===== src/rtl/mpb_pkg.sv =====
// Shared definitions for the ALU sequencer: FSM state encoding, bytecode
// opcode values and a small state classification helper.
package mpb_pkg;

  typedef enum logic [3:0] {
    IDLE,
    RD_OPC,
    RD_OPS,
    RD_A,
    RD_B,
    START,
    WAIT_DONE,
    HALT,
    FAULT
  } seq_state_e;

  localparam logic [7:0] OPC_NOP    = 8'h00;
  localparam logic [7:0] OPC_UNARY  = 8'h01;
  localparam logic [7:0] OPC_BINARY = 8'h02;
  localparam logic [7:0] OPC_HALT   = 8'hFF;

  // True while the sequencer is executing a program.
  function automatic logic is_active(input seq_state_e s);
    return !(s inside {IDLE, HALT, FAULT});
  endfunction

endpackage


===== src/rtl/seq_watchdog.sv =====
// Cycle watchdog for the ALU wait phase.
// Ports:
//   clk, reset : clock, asynchronous active-high reset
//   clear      : restart the count from zero
//   count      : advance the count by one this cycle
//   expire     : registered; high during the MAX-th counted cycle
module seq_watchdog #(
  parameter int unsigned MAX = 255
) (
  input  logic clk,
  input  logic reset,
  input  logic clear,
  input  logic count,
  output logic expire
);

  localparam int unsigned CNT_W = $clog2(MAX + 1);

  logic [CNT_W-1:0] cnt;
  logic [CNT_W-1:0] cnt_inc;

  assign cnt_inc = cnt + CNT_W'(1);

  // expire is computed from the value cnt takes next, so it is aligned with
  // the cycle in which cnt == MAX-1 (the last allowed waiting cycle).
  always_ff @(posedge clk or posedge reset) begin
    if (reset) begin
      cnt    <= '0;
      expire <= 1'b0;
    end else if (clear) begin
      cnt    <= '0;
      expire <= (MAX == 1);
    end else if (count) begin
      cnt    <= cnt_inc;
      expire <= (cnt_inc == CNT_W'(MAX - 1));
    end
  end

endmodule


===== src/rtl/alu_sequencer.sv =====
// Bytecode sequencer driving an external multi-cycle ALU.
// Fetches opcode / operation / operand bytes from a synchronous-read
// bytecode memory, launches the ALU, waits for completion under a watchdog
// and captures the result.
// Ports:
//   clk, reset          : clock, asynchronous active-high reset
//   enable              : run permission, honoured at instruction boundaries
//   mem_addr, mem_rd    : bytecode read address / strobe
//   mem_rdata           : bytecode byte, valid the cycle after mem_rd
//   alu_start           : one-cycle ALU launch pulse
//   alu_op, alu_a, alu_b: ALU operation and operands
//   alu_result, alu_done: ALU result and completion pulse
//   result, result_valid: captured result and its one-cycle valid pulse
//   running, halted, fault : status
module alu_sequencer
  import mpb_pkg::*;
#(
  parameter int unsigned ADDR_W   = 10,
  parameter int unsigned OP_W     = 6,
  parameter int unsigned WDOG_MAX = 255
) (
  input  logic              clk,
  input  logic              reset,
  input  logic              enable,
  output logic [ADDR_W-1:0] mem_addr,
  output logic              mem_rd,
  input  logic [7:0]        mem_rdata,
  output logic              alu_start,
  output logic [OP_W-1:0]   alu_op,
  output logic [7:0]        alu_a,
  output logic [7:0]        alu_b,
  input  logic [7:0]        alu_result,
  input  logic              alu_done,
  output logic [7:0]        result,
  output logic              result_valid,
  output logic              running,
  output logic              halted,
  output logic              fault
);

  // One extra pc bit marks "last address already consumed".
  localparam int unsigned PC_W = ADDR_W + 1;

  seq_state_e        state, state_n;
  logic              phase, phase_n;
  logic [PC_W-1:0]   pc, pc_n;
  logic              binary, binary_n;

  logic [ADDR_W-1:0] mem_addr_n;
  logic              mem_rd_n;
  logic              alu_start_n;
  logic [OP_W-1:0]   alu_op_n;
  logic [7:0]        alu_a_n;
  logic [7:0]        alu_b_n;
  logic [7:0]        result_n;
  logic              result_valid_n;
  logic              running_n;
  logic              halted_n;
  logic              fault_n;

  logic              fetch_req;
  logic              fetch_gated;
  seq_state_e        fetch_tgt;

  logic              wd_expire;

  seq_watchdog #(
    .MAX (WDOG_MAX)
  ) u_wdog (
    .clk    (clk),
    .reset  (reset),
    .clear  (state != WAIT_DONE),
    .count  (state == WAIT_DONE),
    .expire (wd_expire)
  );

  // State and registered outputs.
  always_ff @(posedge clk or posedge reset) begin
    if (reset) begin
      state        <= IDLE;
      phase        <= 1'b0;
      pc           <= '0;
      binary       <= 1'b0;
      mem_addr     <= '0;
      mem_rd       <= 1'b0;
      alu_start    <= 1'b0;
      alu_op       <= '0;
      alu_a        <= '0;
      alu_b        <= '0;
      result       <= '0;
      result_valid <= 1'b0;
      running      <= 1'b0;
      halted       <= 1'b0;
      fault        <= 1'b0;
    end else begin
      state        <= state_n;
      phase        <= phase_n;
      pc           <= pc_n;
      binary       <= binary_n;
      mem_addr     <= mem_addr_n;
      mem_rd       <= mem_rd_n;
      alu_start    <= alu_start_n;
      alu_op       <= alu_op_n;
      alu_a        <= alu_a_n;
      alu_b        <= alu_b_n;
      result       <= result_n;
      result_valid <= result_valid_n;
      running      <= running_n;
      halted       <= halted_n;
      fault        <= fault_n;
    end
  end

  // Next state and next output values.
  always_comb begin
    state_n        = state;
    phase_n        = 1'b0;
    pc_n           = pc;
    binary_n       = binary;
    alu_op_n       = alu_op;
    alu_a_n        = alu_a;
    alu_b_n        = alu_b;
    result_n       = result;
    result_valid_n = 1'b0;
    mem_rd_n       = 1'b0;
    fetch_req      = 1'b0;
    fetch_gated    = 1'b0;
    fetch_tgt      = RD_OPC;

    case (state)
      IDLE: begin
        if (enable) begin
          pc_n      = '0;
          fetch_req = 1'b1;
        end
      end

      RD_OPC: begin
        if (!phase) begin
          // mem_rd low here means the fetch is parked waiting for enable.
          if (mem_rd) begin
            phase_n = 1'b1;
          end else begin
            fetch_req   = 1'b1;
            fetch_gated = 1'b1;
          end
        end else begin
          pc_n = pc + PC_W'(1);
          case (mem_rdata)
            OPC_BINARY: begin
              binary_n  = 1'b1;
              fetch_req = 1'b1;
              fetch_tgt = RD_OPS;
            end
            OPC_UNARY: begin
              binary_n  = 1'b0;
              fetch_req = 1'b1;
              fetch_tgt = RD_OPS;
            end
            OPC_NOP: begin
              fetch_req   = 1'b1;
              fetch_gated = 1'b1;
            end
            OPC_HALT: state_n = HALT;
            default:  state_n = FAULT;
          endcase
        end
      end

      RD_OPS: begin
        if (!phase) begin
          phase_n = 1'b1;
        end else begin
          pc_n = pc + PC_W'(1);
          if ((mem_rdata >> OP_W) != 8'd0) begin
            state_n = FAULT;
          end else begin
            alu_op_n  = OP_W'(mem_rdata);
            fetch_req = 1'b1;
            fetch_tgt = RD_A;
          end
        end
      end

      RD_A: begin
        if (!phase) begin
          phase_n = 1'b1;
        end else begin
          pc_n    = pc + PC_W'(1);
          alu_a_n = mem_rdata;
          if (binary) begin
            fetch_req = 1'b1;
            fetch_tgt = RD_B;
          end else begin
            alu_b_n = 8'd0;
            state_n = START;
          end
        end
      end

      RD_B: begin
        if (!phase) begin
          phase_n = 1'b1;
        end else begin
          pc_n    = pc + PC_W'(1);
          alu_b_n = mem_rdata;
          state_n = START;
        end
      end

      START: state_n = WAIT_DONE;

      WAIT_DONE: begin
        if (alu_done) begin
          result_n       = alu_result;
          result_valid_n = 1'b1;
          fetch_req      = 1'b1;
          fetch_gated    = 1'b1;
        end else if (wd_expire) begin
          state_n = FAULT;
        end
      end

      HALT:    state_n = HALT;
      FAULT:   state_n = FAULT;
      default: state_n = FAULT;
    endcase

    // Common fetch launch: optional enable gate, then end-of-memory check.
    if (fetch_req) begin
      if (fetch_gated && !enable) begin
        state_n = fetch_tgt;
      end else if (pc_n[ADDR_W]) begin
        state_n = FAULT;
      end else begin
        state_n  = fetch_tgt;
        mem_rd_n = 1'b1;
      end
    end

    mem_addr_n  = ADDR_W'(pc_n);
    alu_start_n = (state_n == START);
    running_n   = is_active(state_n);
    halted_n    = (state_n == HALT);
    fault_n     = (state_n == FAULT);
  end

endmodule


===== config.mk =====
export PLATFORM = sky130hd
export DESIGN_NAME = alu_sequencer
export DESIGN_NICKNAME = d
export VERILOG_FILES = /design/src/rtl/mpb_pkg.sv /design/src/rtl/seq_watchdog.sv /design/src/rtl/alu_sequencer.sv
export SDC_FILE = /design/constraint.sdc
export NUM_CORES = 1
export LEC_CHECK = 0
export ABC_AREA = 1
export BUFFER_PORTS_ARGS = -buffer_cell sky130_fd_sc_hd__buf_2
export CAP_MARGIN = 10
export CORE_AREA = 5 5 102 104
export CTS_CLUSTER_DIAMETER = 40
export DETAILED_ROUTE_END_ITERATION = 10
export DIE_AREA = 0 0 107 109
export PLACE_DENSITY_LB_ADDON = 0.1
export SKIP_CTS_REPAIR_TIMING = 1
export SLEW_MARGIN = 0
export SYNTH_ARGS = -nofsm -noshare
export SYNTH_HDL_FRONTEND = slang
export SYNTH_SLANG_ARGS = --single-unit

===== constraint.sdc =====
create_clock -name clk -period 1.8 [get_ports clk]
set_input_delay 0.09 -clock clk [delete_from_list [all_inputs] [get_ports clk]]
set_output_delay 0.09 -clock clk [all_outputs]
set_load 0.01 [all_outputs]

==> impl_metrics.toml, run 1 <==
[synthesis]
syn_inst = 390
ys_types = 36
async_flop_share = 1.00
synth-main-ff-cell = "dfrtp_1"
yosysWarnings = 0
syn_nets = 413
synthTopCellsByArea = "dfrtp_1 48%, nand2_1 11%, inv_1 5.6%, o21ai_0 5.1%, nor2_1 4.3%"
synth.most_common_cell = "nand2_1"
synth_edf_count = 0
ys_seq_area_frac = 0.482
synth.top_cell.area_share = 0.482
ys_seq_elements = 62
synth_commonest_cells = "93 x nand2_1, 62 x dfrtp_1, 48 x inv_1"
post_synth.cell_area_avg_um2 = 8.25
yosys.area.top_type = "dfrtp_1"
synth_area_um2 = 3220

[detailed_routing]
wirelength_um = 7660
via_count = 2804
drt_iter0_markers = 161
wl_per_cell_um = 12.8
route.detailed.drc = 0
antenna_left = 0
viasPerCell = 4.70
drtPass1Iterations = 4

[global_route]
grt_pass1_wl_um = 13000
grt_overflow = 0
antenna_found_initial = 0
grt_pass1_vias = 2772
grt.total_usage = 0.142
grt_max_degree = 63

[floorplan]
die_y_um = 109
num_rows = 36
die-area_um2 = 11700
io_pins = 66
die_w_um = 107
start_util = 0.340
coreArea_um2 = 9460

[final_layout]
postLayoutCoreUtil = 0.428
synthToLayoutAreaGrowth_pct = 25.9
stdcell_count = 597
multiInputGateArea_um2 = 1360
drive_above_1_share = 0.308
nets = 502
ff_latch_area_um2 = 1560
antenna_cells = 0
fill_cells = 975

[pwr]
max-vdd-ir-drop_uv = 505
pwr_density_cell_nw_per_um2 = 864
leakage_nw = 2.11

[timing]
setup_violations = 0
fin_crit_sh = 0.925
hold_ws_ps = 52.5
slew_viol_final = 0
fin_crit_ps = 1670
max_freq_mhz = 601
finClkSkew_ps = 12.7
slew_headroom = 0.758
hold_violations = 0
worst_slew_pin_slew_ps = 354

[placement]
dp_cells = 571
hpwl_um = 5640
io_buffers = 65
routabilityCongestion = 0.851

[critical_path]
worstSetupPathType = "flop to flop"
critical_path.max_stage_delay_ps = 460
crit_required_ps = 2040
crit_fanout = 7
startpoint_type = "flop"
path_cells = "buf_2 > nand3_4 > nand2_1 > nand2_1 > nand3_2 > nor2_4 > o21ai_1 > nand2_2 > nand3_2 > nand2_1 > inv_1"
cp_data_arrival_time_ps = 1900
cp_slowest_cell = "dfrtp_2"
critPathMostFrequentCell = "nand2_1"
cp-end-kind = "flop"

[cts]
cts.clk_slew.worst_paths_ps = 70
cts_tree = "yes"
cts_sinks = 62
clk_latency_ps = 340
cts_root_buf = "clkbuf_8"
cts_buffer_depth = 2
cts_buffers = 9
h-tree-depth = 3

[flow_run]
max-cap-violations = 0

[worst_hold_path]
min_path_type = "input port to flop"

[status]
outcome = "finished clean"
==> worst max-delay path: cells and delay by family (launching register included) <==
family,cells,cell delay (ps)
AOI/OAI and AO/OA,1,120
buffers and inverters,2,220
DFF,1,460
and+or+nand+nor,8,760
==> cells by family (layout without fill, tap and decap cells) <==
family / count (synthesis) / in the layout / synth area share
XOR/XNOR: 4 / 4 / 0.0109
AO/OA/AOI/OAI: 53 / 53 / 0.0949
adder cells (fa/ha/maj): 3 / 3 / 0.0117
buffers and inverters: 71 / 164 / 0.0988
flip-flops: 62 / 62 / 0.482
AND/OR/NAND/NOR: 197 / 197 / 0.301
==> layout by cell type (no fill, tap or decap), types with 4 or more instances in the layout <==
master,netlist,routed
nand2_2,15,16
o21ai_0,33,33
dfrtp_1,62,57
nand3_1,23,23
nor2_1,37,34
nor3_1,5,5
nor2_2,1,4
buf_4,10,16
buf_2,1,66
nand4_1,6,6
nor2_4,5,5
dfrtp_2,0,5
o22ai_1,10,10
dlygate4sd3_1,0,9
clkbuf_8,0,12
inv_1,48,47
inv_2,8,8
nand2_1,93,92
==> power breakdown <==
part,leakage (nW),internal [W],switching (W)
sequential,0.753,0.00147,0.0000648
combinational,1.25,0.000257,0.000427
clock,0.104,0.000743,0.000543
==> metrics by stage <==
step / TNS, ps / setup WS [ps] / instance area [um2] / power [W]
final: 0 / 135 / 4050 / 0.00350
after global placement: -24.5 / -22.0 / 3720 / 0.00222
after detailed placement: -4.08 / -4.08 / 3720 / 0.00222
after floorplan: 0 / 169 / 3220 / 0.00196
after global routing: -17.6 / -17.6 / 4050 / 0.00370
after CTS: -36.8 / -24.5 / 3930 / 0.00353
==> path summary, 6_finish.rpt <==
| path | from | to | slack [ps] | depth (start not counted) |
|---|---|---|---|---|
| setup reg to reg | phase | running | 130 | 11 |
| setup / recovery | phase | running | 130 | 11 |
| hold reg to reg | result[4] | result[4] | 470 | 2 |
| min in group asynchronous | reset | state[1] | 360 | 4 |
| hold / removal | mem_rdata[7] | alu_a[7] | 50 | 3 |
| max in group asynchronous | reset | phase | 1140 | 4 |
==> sequential cells by signal, summed over array words and instances (netlist names) <==
| signal | cells |
|---|---|
| pc | 11 |
| alu_a | 8 |
| alu_b | 8 |
| result | 8 |
| u_wdog.cnt | 8 |
| alu_op | 6 |
| state | 4 |
| alu_start | 1 |
| binary | 1 |
| fault | 1 |
| halted | 1 |
| mem_rd | 1 |
| phase | 1 |
| result_valid | 1 |
| running | 1 |
| u_wdog.expire | 1 |
==> layer usage <==
| layer | up-vias | global-route usage | wire length (um) |
|---|---|---|---|
| li1 | 1418 | - | - |
| met1 | 1302 | 0.175 | 3480 |
| met2 | 69 | 0.234 | 3620 |
| met3 | 15 | 0.0332 | 388 |
| met4 | 0 | 0.0731 | 172 |
| met5 | - | 0 | 0 |
==> area by class of cell <==
cell class	instances	share of cell area
Sequential cell	62	0.384
Multi-Input combinational cell	257	0.336
Timing Repair Buffer	92	0.138
Inverter	57	0.0547
Clock buffer	12	0.0408
Tap cell	114	0.0352
Clock inverter	3	0.0105
(Power assumes the default switching activity.)
==> inputs of run 2 (changes only) <==
Settings changed: CORE_AREA 5 5 102 104 to 5 5 104 106, DIE_AREA 0 0 107 109 to 0 0 109 111, SYNTH_HIERARCHICAL set to 1.
==> run 2 against run 1 <==
Count of clock-buffer cells in the layout rose by 2. Die area grew 3.7%. Sequential power about the same. Critical path depth did not move. Worst setup slack worse by 34 ps. Maximum frequency is 2.0% lower. Design area rose by 9.1%. Hold slack worse by 46 ps. Synthesized cell count rose by 11%. Non-clock buffer count rose by 16. Cell count is 13% higher. Via count grew 9.3%. Largest power group unchanged.
==> impl_metrics.toml, run 2 <==
[floorplan]
die_w_um = 109
start_util = 0.341
die-area_um2 = 12100
coreArea_um2 = 9680
die_y_um = 111
num_rows = 36
io_pins = 66

[critical_path]
cp-end-kind = "flop"
worstSetupPathType = "flop to flop"
crit_buf_inv = 2
cp_data_arrival_time_ps = 1940
startpoint = "state[0]"
cp_slowest_cell = "dfrtp_2"
critical_path.max_stage_delay_ps = 460
r2r-start = "state[0]"
crit_required_ps = 2050
startpoint_type = "flop"
crit_family = "simple AND/OR/NAND/NOR gates"
path_cells = "buf_6 > nand3_4 > nor2_4 > nand2_2 > nand3_2 > nor2_4 > o21ai_2 > nand2_2 > nand3_2 > nand2_2 > inv_1"
crit_fanout = 7
critPathMostFrequentCell = "nand2_2"

[detailed_routing]
route.detailed.drc = 0
wl_per_cell_um = 12.4
drtPass1Iterations = 4
wirelength_um = 8370
viasPerCell = 4.54
via_count = 3065
antenna_left = 0
drt_iter0_markers = 179

[pwr]
fin_total_pwr_w = 0.00382
clock_power_share = 0.395
max-vdd-ir-drop_uv = 386
switchingPower_w = 0.00108
leakage_nw = 2.31
netSwitchingFraction = 0.282
p_int_w = 0.00274
pwr_density_cell_nw_per_um2 = 863
p_comb_frac = 0.205
p_seq_frac = 0.400

[timing]
finClkSkew_ps = 5.09
setup_violations = 0
worst_slew_pin_slew_ps = 627
hold_violations = 0
fin_ws_ps = 101
max_freq_mhz = 589
fin_crit_sh = 0.944
slew_viol_final = 0
hold_ws_ps = 6.42
slew_headroom = 0.581
fin_crit_ps = 1700

[global_route]
grt_overflow = 0
antenna_found_initial = 0
grt_pass1_vias = 3008
grt_pass1_wl_um = 14100
grt_max_degree = 30
grt.total_usage = 0.146

[final_layout]
stdcell_area_um2 = 4420
final_cell_mix = "115 x nand2_1, 65 x buf_2, 58 x dfrtp_1, 56 x inv_1, 36 x o21ai_0"
postLayoutCoreUtil = 0.456
drive_above_1_share = 0.321
antenna_cells = 0
nets = 560
synthToLayoutAreaGrowth_pct = 33.9
final_common_cell = "nand2_1"

[synthesis]
ys_seq_elements = 62
async_flop_share = 1.00
synth-main-ff-cell = "dfrtp_1"
syn_nets = 457
ys_seq_area_frac = 0.470
synth.most_common_cell = "nand2_1"
synth_area_um2 = 3300
synthTopCellsByArea = "dfrtp_1 47%, nand2_1 15%, inv_1 6.6%, o21ai_0 5.5%, nor2_1 4.3%"
ys_types = 28
synth_edf_count = 0
yosysWarnings = 6
synth.top_cell.area_share = 0.470
synth_commonest_cells = "130 x nand2_1, 62 x dfrtp_1, 58 x inv_1"
yosys.area.top_type = "dfrtp_1"
post_synth.cell_area_avg_um2 = 7.61
syn_inst = 434

[worst_hold_path]
hold_path_startpoint = "mem_rdata[6]"
min_path_type = "input port to flop"

[flow_run]
max-cap-violations = 0

[placement]
postPlaceCellArea_um2 = 3860
routabilityCongestion = 0.843
dp_slack_ps = 6.71
hpwl_um = 6250
io_buffers = 65

[cts]
cts.clk_slew.worst_paths_ps = 70
cts_tree = "yes"
cts_root_buf = "clkbuf_8"
cts_sinks = 62
cts_buffers = 9
cts_buffer_depth = 2
clk_latency_ps = 350
h-tree-depth = 3

[status]
outcome = "finished clean"
## run 2: path summary, 6_finish.rpt
path | to | slack [ps] | cells past startpoint
worst max-delay path | running | 100 | 11
worst max register to register | running | 100 | 11
min in group asynchronous | u_wdog/expire | 280 | 3
worst min-delay path | alu_a[6] | 6 | 3
worst min register to register | result[2] | 470 | 2
max in group asynchronous | phase | 840 | 4
## run 2: final cells by class
cell class / instances / area [um2]
fillers: 994 / 5260
clock buffers: 14 / 193
flip-flops and latches: 62 / 1560
well taps: 133 / 166
clock inverters: 2 / 60.1
repair buffers: 108 / 691
multi-input cells: 292 / 1510
inverters: 64 / 245
## run 2: power groups by stage
stage | logic, W | registers [W] | clock network (W)
after floorplan | 0.000367 | 0.00157 | 0
after global placement | 0.000615 | 0.00155 | 0
after detailed placement | 0.000615 | 0.00155 | 0
after CTS | 0.000618 | 0.00152 | 0.00156
after global routing | 0.000881 | 0.00154 | 0.00162
final | 0.000781 | 0.00153 | 0.00151
## run 2: per-stage QoR
step | setup TNS [ps] | instances
5_1_grt | -39.5 | 675
3_5_place_dp | 0 | 637
3_3_place_gp | 0 | 637
6_report | 0 | 675
2_1_floorplan | 0 | 434
4_1_cts | -7.25 | 653
## run 2: routing by layer
layer,GRT usage,up-vias,part of all wire
met4,0.0589,0,0.019
met2,0.240,61,0.50
met1,0.181,1417,0.43
met3,0.0367,16,0.052
li1,-,1571,-
met5,0,-,0
## run 2: cell families (layout without fill, tap and decap cells)
family	Yosys count	count (layout)	synth area share
buffers and inverters	80	188	0.105
adder cells (fa/ha/maj)	3	3	0.0114
AO/OA/AOI/OAI	64	64	0.112
flip-flops	62	62	0.470
XOR/XNOR	3	3	0.00796
AND/OR/NAND/NOR	222	222	0.293
## run 2: tightest hold or removal path: cells and delay by family
| family | cells | cell delay (ps) |
|---|---|---|
| buffers and inverters | 1 | 120 |
| and+or+nand+nor | 2 | 110 |
